`config.mk`:
```
export PLATFORM = sky130hd
export DESIGN_NAME = contador_updown_modulo
export DESIGN_NICKNAME = d
export VERILOG_FILES = /design/src/rtl/contador_updown_modulo.sv
export SDC_FILE = /design/constraint.sdc
export NUM_CORES = 1
export LEC_CHECK = 0
export ABC_AREA = 1
export CAP_MARGIN = 20
export CORE_AREA = 2 2 39 41
export DETAILED_ROUTE_END_ITERATION = 10
export DIE_AREA = 0 0 41 43
export GPL_TIMING_DRIVEN = 0
export PLACE_DENSITY = 0.52
export SYNTH_ARGS = -nofsm -noshare
export SYNTH_HDL_FRONTEND = slang
export SYNTH_SLANG_ARGS = --single-unit
```
`constraint.sdc`:
```
create_clock -name clk -period 1.7 [get_ports clk]
set_clock_uncertainty 0.15 [all_clocks]
set_input_delay 0.34 -clock clk [delete_from_list [all_inputs] [get_ports clk]]
set_output_delay 0.34 -clock clk [all_outputs]
set_load 0.05 [all_outputs]
```
`src/rtl/contador_updown_modulo.sv`:
```
// Up/down modulo counter with programmable modulus, synchronous load, prescaled
// count enable, wrap/saturate selection, terminal-count and event flags.
module contador_updown_modulo #(
    parameter int width       = 4,
    parameter int max_count   = 2**width-1,
    parameter int reset_value = max_count,
    parameter bit saturate    = 1'b0,
    parameter int prescale    = 1
) (
    input  logic             clk,
    input  logic             reset,
    input  logic             en,
    input  logic             up,
    input  logic             load,
    input  logic [width-1:0] d,
    output logic [width-1:0] q,
    output logic             tc,
    output logic             evt
);

    localparam logic [width:0]   max_ext = (width+1)'(max_count);
    localparam logic [width:0]   one_ext = (width+1)'(1);
    localparam logic [width-1:0] max_q   = width'(max_count);
    localparam logic [width-1:0] rst_q   = width'(reset_value);
    localparam logic [width-1:0] one_q   = width'(1);

    logic             tick;
    logic [width:0]   q_ext;
    logic [width:0]   q_inc;
    logic [width-1:0] step_q;
    logic             step_evt;
    logic [width-1:0] ld_q;

    // tick marks an edge on which the counter actually steps
    generate
        if (prescale > 1) begin : g_pre
            localparam int pw = $clog2(prescale);
            localparam logic [pw-1:0] pre_last = pw'(prescale-1);
            logic [pw-1:0] pre;

            always_ff @(posedge clk) begin
                if (!reset || load) begin
                    pre <= '0;
                end else if (en) begin
                    pre <= (pre == pre_last) ? '0 : pre + pw'(1);
                end
            end

            assign tick = en && !load && (pre == pre_last);
        end else begin : g_nopre
            assign tick = en && !load;
        end
    endgenerate

    // Comparisons use one extra bit so q never leaves 0..max_count
    always_comb begin
        q_ext    = {1'b0, q};
        q_inc    = q_ext + one_ext;
        step_q   = q;
        step_evt = 1'b0;
        ld_q     = ({1'b0, d} > max_ext) ? max_q : d;
        if (up) begin
            if (q_ext < max_ext) begin
                step_q   = q_inc[width-1:0];
                step_evt = saturate && (q_inc == max_ext);
            end else if (!saturate) begin
                step_q   = '0;
                step_evt = 1'b1;
            end
        end else begin
            if (q != '0) begin
                step_q   = q - one_q;
                step_evt = saturate && (q == one_q);
            end else if (!saturate) begin
                step_q   = max_q;
                step_evt = 1'b1;
            end
        end
    end

    always_ff @(posedge clk) begin
        if (!reset) begin
            q   <= rst_q;
            evt <= 1'b0;
        end else if (load) begin
            q   <= ld_q;
            evt <= 1'b0;
        end else if (tick) begin
            q   <= step_q;
            evt <= step_evt;
        end else begin
            evt <= 1'b0;
        end
    end

    assign tc = up ? (q == max_q) : (q == '0);

endmodule

```
==> results <==
[cell type report]
class | count | area [um2] | share of cell area, %
clock buffer | 3 | 22.5 | 3.81
clock inverter | 1 | 5.00 | 0.847
inverter | 8 | 38.8 | 6.57
multi-input combinational | 41 | 238 | 40.3
sequential | 5 | 110 | 18.6
tap | 16 | 20.0 | 3.39
timing repair buffer | 17 | 156 | 26.5
[state kept, by name, indices dropped and copies added, names as in the netlist]
register and count:
evt 1, q 4
[routing by layer]
layer  part of all wire [%]  track usage, %  vias to the layer above
li1                       -               -                      220
met1                     46            15.1                      190
met2                     48            16.9                       13
met3                    5.3            3.14                        2
met4                    1.1            10.0                        0
met5                      0               0                        -
[cells by family after synthesis]
group	share of synthesized area (%)
flip-flops	28.6
adder cells (fa/ha/maj)	7.14
AND/OR/NAND/NOR	39.3
buffers and inverters	8.57
XOR/XNOR	5.00
AO/OA/AOI/OAI	11.4
[cells in the final DEF (no fill, tap or decap)]
cell / count
a221oi_1: 3
clkbuf_2: 1
dlygate4sd2_1: 5
nand4_1: 3
dfxtp_4: 2
nand3_1: 6
nand2_1: 17
a21oi_2: 1
dfxtp_1: 1
clkinvlp_4: 1
clkdlybuf4s50_1: 7
a21oi_1: 1
buf_4: 3
inv_2: 1
inv_4: 2
clkinv_2: 1
xor2_1: 1
ha_2: 1
clkbuf_4: 3
dfxtp_2: 2
inv_1: 4
and2_4: 1
nor2_1: 5
ha_4: 1
xnor2_1: 1
buf_8: 1
[worst max-delay path, stage by stage (launching register included)]
cell and delay, ps:
dfxtp_4 380, ha_2 200, nand4_1 120, and2_4 170, clkinvlp_4 60, buf_8 130
[worst max path at each step]
stage          start  endpoint  slack, ps
4_1_cts         q[1]        tc       -210
3_3_place_gp      up        tc       -910
6_report        q[1]        tc       -110
5_1_grt         q[1]        tc       -170
3_5_place_dp      up        tc       -910
2_1_floorplan   q[1]        tc         20
[through the flow]
stage	setup slack (ps)	TNS, ps	instance area [um2]	cells
3_3_place_gp	-912	-927	529	84
6_report	-107	-107	591	91
4_1_cts	-208	-208	551	88
5_1_grt	-173	-198	591	91
3_5_place_dp	-915	-918	529	84
2_1_floorplan	16.1	0	369	54
[report_power, final]
| part | total (uW) | internal, uW | leakage (uW) | switching, uW |
|---|---|---|---|---|
| sequential | 145 | 127 | 0.0000414 | 17.9 |
| clock | 140 | 85.4 | 0.0000177 | 54.1 |
| combinational | 160 | 68.3 | 0.000214 | 91.9 |
| total | 445 | 281 | 0.000273 | 164 |
[timing repair]
| item | 4_1_cts | 5_1_grt |
|---|---|---|
| gates resized for setup | 13 | 8 |
| gates cloned | 0 | 0 |
| pin swaps | 0 | 3 |
| hold buffers | 0 | 0 |
| buffers inserted | 0 | 3 |
| setup endpoints to repair | 6 | 3 |
==> impl_results.md <==
* Final #Nets at 87
* Asr flop ratio synth at 0%
* Clock Path Buffers at 2
* Post-Syn Area at 350 um2
* Synthesized flop and latch total at 5
* Reg2Reg Setup Slack at 320 ps
* Vias per std cell at 4.67
* Arrival @ worst endpoint at 1320 ps
* Clk root buf: clkbuf_4
* Max-slew violations at 0
* Vias in the first global route at 375
* First-pass GRT wire length at 1430 um
* Crit path kind: flip-flop to output pin
* Most common cell in the netlist: nand2_1
* Cells after Synth at 54
* Period utilization at 106%
* Filler Cell Count at 147
* Initial Util at 25.3%
* Core area at 1380 um2
* Syn Nets at 65
* # diodes at 0
* Worst skew pair latency at 250 ps
* Final core occ at 42.7%
* Die width at 41 um
* 1st-iter DRT viols at 10
* Initial antenna violation count at 0
* Final Hold Violating Endpoints at 0
* Placer Congestion at 0.683
* Synth cell count leaders: 17 x nand2_1, 7 x inv_1, 6 x nand3_1
* Hold Crit Class: flip-flop to flip-flop
* Critical path peak fanout at 5
* Synth area leader: dfxtp_1
* Worst Hold Depth at 2
* Synth top area share at 28.6%
* Hold slack at 400 ps
* CTS buffer count at 3
* Ys flop type: dfxtp_1
* Critical Path RT at 1210 ps
* Lkg Pwr at 0.000273 uW
* Area growth syn-to-layout at 68.6%
* Reg2reg path depth at 9
* Vias at 425
* Syn avg cell area at 6.49 um2
* Max_cap viols at 0
* CTS Sinks at 5
* Post-synth EDFFs at 0
* Outcome: finished with violations
* Routed length per placed instance at 10.2 um
* DP HPWL at 695 um
* Final setup viols at 1
* Die extent in y at 43 um
* CP endpoint kind: output pin
* CTS tree: yes
* Largest net degree at the start of global routing at 8
* WHS Endpoint: q[0]
* Ports at 15
* Worst setup slack after layout at -107 ps
* Relative slew slack at 67.4%
* Pwr dens at 754 nW/um2
* Synth area leaders: dfxtp_1 29%, nand2_1 18%, nand3_1 8.6%, inv_1 7.5%, a221oi_1 7.5%
* Global route overflow at 0
* Failing checks: setup timing
* Power Total at 445 uW
* RSZ-0062 raised after global routing: yes
* Clk slew on worst S/H paths at 50 ps
* Sequential-to-total area share from yosys stat at 28.6%
* VDD IR max at 0.000424 V
* H-tree levels at 1
* Router iterations before antenna repair at 4
* FF-to-FF Start: q[1]
* Hold wc startpoint: q[0]
* Share of cells above drive strength 1 at 28.0%
* Die area at 1760 um2
* Rows at 14
* Post-layout minimum cycle time at 1810 ps
* PortBufs at 14
* Residual DRC at 0
* Post-route ant nets at 0
* YS warnings at 0
* Worst setup SP type: flip-flop
* GRT Resource Usage Total at 12.2%
* WL final at 929 um
* Worst-margin pin slew at 491 ps
* R2R Path End: q[3]
* Distinct cell type count of the synthesized netlist at 14
* Max Freq at 0.553 GHz
Power figures use the tool's default switching activity.
